--- config.mk ---
export PLATFORM = sky130hd
export DESIGN_NAME = acq_peak_search
export DESIGN_NICKNAME = d
export VERILOG_FILES = /design/src/rtl/acq_peak_search_pkg.sv /design/src/rtl/acq_peak_search_iq_magnitude.sv /design/src/rtl/acq_peak_search.sv
export SDC_FILE = /design/constraint.sdc
export NUM_CORES = 1
export LEC_CHECK = 0
export ABC_AREA = 0
export CAP_MARGIN = 10
export CORE_MARGIN = 1.5
export CORE_UTILIZATION = 60
export CTS_CLUSTER_DIAMETER = 150
export DETAILED_ROUTE_END_ITERATION = 8
export PLACE_DENSITY = 0.8
export SYNTH_ARGS = -nofsm -noshare
export SYNTH_HDL_FRONTEND = slang
export SYNTH_HIERARCHICAL = 1
export SYNTH_SLANG_ARGS = --single-unit
--- constraint.sdc ---
create_clock -name clk -period 8.2 [get_ports clk]
set_input_delay 0.82 -clock clk [delete_from_list [all_inputs] [get_ports clk]]
set_output_delay 0.82 -clock clk [all_outputs]
set_load 0.01 [all_outputs]
--- src/rtl/acq_peak_search_pkg.sv ---
// Shared constants and FSM state encoding for the acquisition peak search.
// Latency: n/a (declarations only).
// Backpressure: n/a.
package acq_peak_search_pkg;

   localparam int SAMPLES  = 10230;  // samples per dwell
   localparam int NUM_BINS = 2046;   // half-chip code-phase bins
   localparam int MAG_W    = 26;     // magnitude width
   localparam int BIN_W    = 11;     // bin index width

   typedef enum logic [2:0] {
      ST_IDLE   = 3'd0,
      ST_SETTLE = 3'd1,
      ST_DWELL  = 3'd2,
      ST_EVAL   = 3'd3,
      ST_SLIP   = 3'd4,
      ST_FINISH = 3'd5
   } state_t;

endpackage

--- src/rtl/acq_peak_search_iq_magnitude.sv ---
// Centers the I/Q one-counts, takes absolute values, then squares and sums them.
// Latency: 2 register stages from in_vld to out_vld (the compare stage lives in the parent).
// Backpressure: none; a valid sample always flows through.
module iq_magnitude #(
   parameter int SAMPLES = 10230,
   parameter int MAG_W   = 26
) (
   input  logic             clk,
   input  logic             rst_n,
   input  logic             in_vld,
   input  logic [13:0]      sum_sin,
   input  logic [13:0]      sum_cos,
   output logic             out_vld,
   output logic [MAG_W-1:0] mag
);

   localparam logic signed [14:0] HALF = 15'(SAMPLES / 2);

   logic signed [14:0] i_ctr;
   logic signed [14:0] q_ctr;
   logic [14:0]        i_abs;
   logic [14:0]        q_abs;
   logic [14:0]        i_abs_q;
   logic [14:0]        q_abs_q;
   logic               vld1_q;
   logic [MAG_W-1:0]   i_ext;
   logic [MAG_W-1:0]   q_ext;
   logic [MAG_W-1:0]   mag_d;
   logic [MAG_W-1:0]   mag_q;
   logic               vld2_q;

   // Stage 1 combinational: center around SAMPLES/2 and fold to magnitude
   always_comb begin
      i_ctr = $signed({1'b0, sum_sin}) - HALF;
      q_ctr = $signed({1'b0, sum_cos}) - HALF;
      i_abs = i_ctr[14] ? 15'(-i_ctr) : 15'(i_ctr);
      q_abs = q_ctr[14] ? 15'(-q_ctr) : 15'(q_ctr);
   end

   // Stage 1 registers
   always_ff @(posedge clk or negedge rst_n) begin
      if (!rst_n) begin
         i_abs_q <= '0;
         q_abs_q <= '0;
         vld1_q  <= 1'b0;
      end else begin
         i_abs_q <= i_abs;
         q_abs_q <= q_abs;
         vld1_q  <= in_vld;
      end
   end

   // Stage 2 combinational: square and sum at full magnitude width
   always_comb begin
      i_ext = MAG_W'(i_abs_q);
      q_ext = MAG_W'(q_abs_q);
      mag_d = i_ext * i_ext + q_ext * q_ext;
   end

   // Stage 2 registers
   always_ff @(posedge clk or negedge rst_n) begin
      if (!rst_n) begin
         mag_q  <= '0;
         vld2_q <= 1'b0;
      end else begin
         mag_q  <= mag_d;
         vld2_q <= vld1_q;
      end
   end

   assign mag     = mag_q;
   assign out_vld = vld2_q;

endmodule

--- src/rtl/acq_peak_search.sv ---
// Sweeps all code-phase bins, one dwell per bin, and keeps the strongest I/Q magnitude.
// Latency: magnitude compared 3 cycles after the accepted sum_ready edge; done one cycle after the last compare.
// Backpressure: none; sum_ready edges outside SETTLE/DWELL and starts while busy are dropped.
module acq_peak_search #(
   parameter int SAMPLES  = acq_peak_search_pkg::SAMPLES,
   parameter int NUM_BINS = acq_peak_search_pkg::NUM_BINS,
   parameter int MAG_W    = acq_peak_search_pkg::MAG_W
) (
   input  logic             clk,
   input  logic             rst_n,
   input  logic             start,
   input  logic [MAG_W-1:0] threshold,
   input  logic [13:0]      sum_sin,
   input  logic [13:0]      sum_cos,
   input  logic             sum_ready,
   output logic             code_slip,
   output logic             busy,
   output logic             done,
   output logic             detected,
   output logic [10:0]      best_bin,
   output logic [MAG_W-1:0] best_mag
);

   import acq_peak_search_pkg::*;

   localparam logic [BIN_W-1:0] LAST_BIN = BIN_W'(NUM_BINS - 1);

   state_t           state_q;
   state_t           state_d;
   logic             sum_ready_q;
   logic             rdy_edge;
   logic             pipe_in_vld;
   logic             mag_vld;
   logic [MAG_W-1:0] mag;
   logic [BIN_W-1:0] bin_q;
   logic [BIN_W-1:0] best_bin_q;
   logic [MAG_W-1:0] best_mag_q;
   logic [MAG_W-1:0] thr_q;
   logic             detected_q;

   // A dwell is only the rising edge of sum_ready; a held level counts once
   always_ff @(posedge clk or negedge rst_n) begin
      if (!rst_n) begin
         sum_ready_q <= 1'b0;
      end else begin
         sum_ready_q <= sum_ready;
      end
   end

   assign rdy_edge    = sum_ready & ~sum_ready_q;
   assign pipe_in_vld = (state_q == ST_DWELL) & rdy_edge;

   iq_magnitude #(
      .SAMPLES (SAMPLES),
      .MAG_W   (MAG_W)
   ) u_iq_magnitude (
      .clk     (clk),
      .rst_n   (rst_n),
      .in_vld  (pipe_in_vld),
      .sum_sin (sum_sin),
      .sum_cos (sum_cos),
      .out_vld (mag_vld),
      .mag     (mag)
   );

   // FSM state register
   always_ff @(posedge clk or negedge rst_n) begin
      if (!rst_n) begin
         state_q <= ST_IDLE;
      end else begin
         state_q <= state_d;
      end
   end

   // FSM next state; the first dwell after start or a slip is stale and skipped
   always_comb begin
      state_d = state_q;
      case (state_q)
         ST_IDLE:   if (start) state_d = ST_SETTLE;
         ST_SETTLE: if (rdy_edge) state_d = ST_DWELL;
         ST_DWELL:  if (rdy_edge) state_d = ST_EVAL;
         ST_EVAL: begin
            if (mag_vld) begin
               state_d = (bin_q == LAST_BIN) ? ST_FINISH : ST_SLIP;
            end
         end
         ST_SLIP:   state_d = ST_SETTLE;
         ST_FINISH: state_d = ST_IDLE;
         default:   state_d = ST_IDLE;
      endcase
   end

   // Sweep datapath: clear at start, strict-greater update keeps the lower bin on ties
   always_ff @(posedge clk or negedge rst_n) begin
      if (!rst_n) begin
         bin_q      <= '0;
         best_bin_q <= '0;
         best_mag_q <= '0;
         thr_q      <= '0;
         detected_q <= 1'b0;
      end else begin
         case (state_q)
            ST_IDLE: begin
               if (start) begin
                  bin_q      <= '0;
                  best_bin_q <= '0;
                  best_mag_q <= '0;
                  thr_q      <= threshold;
                  detected_q <= 1'b0;
               end
            end
            ST_EVAL: begin
               if (mag_vld && (mag > best_mag_q)) begin
                  best_mag_q <= mag;
                  best_bin_q <= bin_q;
               end
            end
            ST_SLIP:   bin_q <= bin_q + BIN_W'(1);
            ST_FINISH: detected_q <= (best_mag_q > thr_q);
            default: ;
         endcase
      end
   end

   assign code_slip = (state_q == ST_SLIP);
   assign done      = (state_q == ST_FINISH);
   assign busy      = (state_q != ST_IDLE);
   assign detected  = detected_q;
   assign best_bin  = best_bin_q;
   assign best_mag  = best_mag_q;

endmodule

# Word-level counts from Yosys, hierarchy flattened
# Index checks and enable logic that the tools add are counted.
word_totals:
  ff_bits: 137
  inputBits: 58
  output_inout_bits: 41
  word_cells: 64
op_classes:
  n_addsub: 6
  n_mul: 2
  magnitude_cmp: 2
  eq_ne: 11
  mux: 17
  bitwise_logic: 3
  n_reduce_logical: 11
op_table:
  columns: ["operator", "n"]
  rows:
  - ["26-bit greater-than comparator", 2]
  - ["15-bit by 15-bit multiplier with 26-bit output", 2]
  - ["26-bit 2-to-1 mux", 2]
  - ["26-bit case mux with 2 select lines", 1]
  - ["11-bit case mux with 2 select lines", 2]
  - ["15-bit 2-to-1 mux", 2]
  - ["15-bit negation", 2]
  - ["14-bit by 13-bit subtractor with 15-bit output (second input constant)", 2]
  - ["26-bit adder", 1]
  - ["11-bit 2-to-1 mux", 2]
  - ["3-bit case mux with 5 select lines", 1]
  - ["3-bit 2-to-1 mux", 4]
  - ["11-bit by 1-bit adder with 11-bit output (second input constant)", 1]
  - ["11-bit equality test (second input constant)", 1]
  - ["2-bit inequality test (second input constant)", 4]
  - ["3-bit by 2-bit equality test with 1-bit output (second input constant)", 2]
  - ["3-bit equality test (second input constant)", 2]
  - ["2-bit AND reduction", 3]
  - ["2-bit nonzero test", 3]
  - ["4-bit AND reduction", 1]
  - ["3-bit by 1-bit equality test with 1-bit output (second input constant)", 1]
  - ["3-bit logical NOT", 1]
  - ["3-bit AND reduction", 1]
  - ["3-bit nonzero test", 1]
  - ["other kinds (6)", 8]

# Longest topological paths before layout
logic_depth:
  word_depth: 4
  mapped_depth: 25
  mapped_depth_nobuf: 24

# Cells and area by module
# The synthesis kept the hierarchy.
by_module_without_submodules:
  columns: ["mod", "instances", "cells_per_inst", "area_per_inst_um2", "seq_area_each_um2"]
  rows:
  - ["iq_magnitude", 1, 1505, 14487.6, 1451.4]
  - ["acq_peak_search", 1, 489, 4680.7, 1976.9]

# Worst setup path after synthesis
# No wires, ideal clock.
synth_timing:
  kind: "register to register"
  start: "register u_iq_magnitude.i_abs_q[5]"
  end: "register u_iq_magnitude.mag_q[24], in the netlist u_iq_magnitude/mag[24]"
  setup_time_ns: 0.079
  arrival_ns: 6.525
  required_ns: 8.121
  slack_ns: 1.595
  path_stages_with_launch: 24
  n_path_buf: 1
  period_less_slack_ns: 6.605
  cell_sequence: "dfrtp_1 > clkbuf_1 > inv_1 > nor2_1 > fa_1 > fa_1 > fa_1 > inv_1 > fa_1 > inv_1 > fa_1 > fa_1 > fa_1 > inv_1 > fa_1 > inv_1 > ha_1 > a21o_1 > a21o_1 > a221o_1 > a31oi_2 > nor4_1 > o22ai_2 > mux2i_1"
synth_between:
  elab_chain_len: 2
synth_rtl:
  columns: ["item", "line", "rtl"]
  rows:
  - ["from (decl)", "acq_peak_search_iq_magnitude.sv:23", "logic [14:0] i_abs_q;"]
  - ["from (signal assigned)", "acq_peak_search_iq_magnitude.sv:47", "i_abs_q <= i_abs;"]
  - ["15-bit by 15-bit multiplier with 26-bit output", "acq_peak_search_iq_magnitude.sv:57", "mag_d = i_ext * i_ext + q_ext * q_ext;"]
  - ["26-bit adder", "acq_peak_search_iq_magnitude.sv:57", null]
  - ["net u_iq_magnitude.mag_d[24]", "acq_peak_search_iq_magnitude.sv:28", "logic [MAG_W-1:0] mag_d;"]
  - ["to (signal assigned)", "acq_peak_search_iq_magnitude.sv:66", "mag_q <= mag_d;"]
  - ["to (decl)", "acq_peak_search_iq_magnitude.sv:29", "logic [MAG_W-1:0] mag_q;"]
# The timed path passes the listed nets, and every way through them passes these cells.
# A chain may end at the register's enable or synchronous reset.

# Worst setup path after layout
layout_timing:
  start: "register u_iq_magnitude.i_abs_q[4]"
  end: "register u_iq_magnitude.mag_q[20], in the netlist u_iq_magnitude/mag[20]"
# Same word-level chain as after synthesis.

==> metrics.cfg <==
[run_status]
status=finished, final reports clean

[timing]
fin_crit_sh=0.901
finalHoldViolations=0
rsz0062_at_grt=no
maxSlewViolCount=0
relSlewSlack=0.340
setup_tns_ps=0
whs_ps=352
tightest_slew_ps=990
final.setup_skew_ps=13.4
setup-violations-final=0
fin_ws_ps=812
max_freq_mhz=135
min_period_ps=7390

[synthesis]
async_flop_share=1.00
synthFlopType=dfrtp_1
synth.ff_latch_count=137
yosysWarningCount=6
ys_seq_area_frac=0.179
synth_area_leaders=fa_1, dfrtp_1, ha_1
netlist.area_leader.share=0.328
synthCells=1994
syn_area_mm2=0.0192
yosysTopAreaCell=fa_1
synth.avg_cell_area_um2=9.61
synth-edff-count=0
ys_types=79

[cts]
cts_tree=yes
hold_buffers=0
clk_latency_ps=430
cts_root_buf=clkbuf_16
cts_buffer_depth=2
ctsResizeCount=0
cts_made_buffers=17
htreeDepth=4
path_clk_slew_ps=60
cts_setup_buffers=0
cts_sinks=137

[drt]
ant_nets=0
wl_met2_um=21500
drtPass1Iterations=5
vias_per_cell=5.38
totalWireLength_um=39700
wl_per_cell_um=16.0
dr_total_vias=13300
dr_wl_met3_um=1350
top_layer=met4
drtIter0Drc=570
wl_met1_um=15400
post-route-drc-count=0

[placed_design]
numPortBuffers=98
dp_hpwl_um=32800
gp_congestion=0.887
pre_cts_slack_ps=935

[setup_path]
worstPathArrival_ps=7700
critPathMaxStageDelay_ps=700
cp-start-kind=register
crit_slowest_cell=dfrtp_1
critical_path_class=register to register
required_ps=8510
path_cells=inv_1 > nor2_1 > inv_1 > fa_1 > inv_1 > fa_1 > fa_1 > inv_1 > fa_1 > inv_1 > fa_1 > fa_1 > fa_1 > inv_1 > fa_1 > inv_1 > ha_1 > nand3_1 > nor2_1 > a221o_1 > a31oi_2 > nor4_1 > nor2b_1 > xnor2_1
worst-r2r-cell-count=24
cp_max_fo=12
r2r_start=u_iq_magnitude/i_abs_q[4]
r2r_setup_slack_ps=810
end_kind=register
cp_common_cell=fa_1
r2r_end=u_iq_magnitude/mag[20]

[finish]
fillers=2382
multi_input_area_mm2=0.0136
layout.nets=2633
antenna_cells=0
layout-drive-gt1-share=0.0443
seq_area_mm2=0.00343
area_growth_pct=9.81

[job]
drv_cap=0

[die]
die_height_um=182
initial_core_util=0.609
die_area_mm2=0.0330
fp-row-count=65
fp.dieW_um=182
io_pins=99
core_mm2=0.0315

[hold_path]
hp-class=primary input to async pin

[grt]
grt_overflow_total=0
grt_use_total=0.260
grt_pass1_wl_um=68300
grt_max_degree=79
antenna_found_initial=0
grt_pass1_vias=14800

-- critical path, delay by kind of cell, from the launching register on --
family	cells	cell delay [ps]
adder cells (fa/ha/maj)	9	4140
buffers and inverters	7	650
flip-flops	1	700
AND/OR/NAND/NOR	5	1210
AO/OA/AOI/OAI	2	280
XOR/XNOR	1	290
-- cells in the final DEF, fill, tap and decap left out, types with 15 or more instances in the layout --
cell             instances
clkdlybuf4s50_1         97
xnor2_1                 66
nand2_1                189
clkbuf_16               17
nand3_1                 15
and2_1                  74
xor2_1                  22
o21ai_0                 59
mux2i_1                 17
mux2_4                  19
a21o_1                  15
nand4_1                 17
fa_1                   314
nor2_1                  85
inv_1                  514
a21oi_1                 49
ha_1                   199
dfrtp_1                137
-- cells by family after synthesis --
group / count (synthesis) / synth area share
compound gates: 194 / 0.0660
xor+xnor: 89 / 0.0411
fa+ha+maj: 513 / 0.458
buf+inv: 568 / 0.115
flops: 137 / 0.179
mux: 47 / 0.0302
other cells: 1 / 0.000196
simple gates: 445 / 0.111
-- state kept, by name, summed over array words and instances, names as in the netlist --
signal / count
u_iq_magnitude/i_abs_q: 15
u_iq_magnitude/vld1_q: 1
bin_q: 11
state_q: 3
u_iq_magnitude/mag: 26
best_mag: 26
best_bin: 11
u_iq_magnitude/out_vld: 1
thr_q: 26
detected: 1
u_iq_magnitude/q_abs_q: 15
sum_ready_q: 1
-- worst max-delay path by stage --
stage	from	endpoint	slack (ps)	depth (start not counted)
global route	u_iq_magnitude/i_abs_q[4]	u_iq_magnitude/mag[20]	440	24
CTS	u_iq_magnitude/i_abs_q[4]	u_iq_magnitude/mag[20]	860	24
floorplan	u_iq_magnitude/i_abs_q[5]	u_iq_magnitude/mag[24]	1600	23
global placement	u_iq_magnitude/i_abs_q[4]	u_iq_magnitude/mag[24]	1090	22
detailed placement	u_iq_magnitude/i_abs_q[4]	u_iq_magnitude/mag[20]	940	22
finish	u_iq_magnitude/i_abs_q[4]	u_iq_magnitude/mag[20]	810	24
-- metal layers --
layer / track usage / up-vias
li1: - / 6206
met1: 0.303 / 6727
met2: 0.486 / 308
met3: 0.0303 / 96
met4: 0.105 / 0
met5: 0 / -
-- synth_stat cells, drive strengths merged (13+ instances only) --
library cell and number:
mux2i 17, nand4 18, dfrtp 137, inv 514
fa 314, a21oi 50, nor2 87, ha 199
xnor2 66, nand3 15, buf 18, xor2 23
o21ai 67, and2 75, nor3 13, mux2 30
clkbuf 36, nand2 190, a21o 15
-- area by class of cell --
class,count,share of cell area
Clock buffer,20,0.0217
Clock inverter,12,0.00779
Inverter,514,0.0917
Multi-Input combinational cell,1290,0.644
Sequential cell,137,0.163
Tap cell,402,0.0239
Timing Repair Buffer,102,0.0481
-- stage by stage --
step,util,area [um2],instances
floorplan,-,19200,1995
global placement,0.649,20400,2445
detailed placement,0.649,20400,2445
CTS,0.669,21000,2477
global route,0.669,21000,2477
finish,0.669,21000,2477
Power is not shown: default switching activity piles up to over one toggle a cycle in this logic, so the estimate is an artifact.
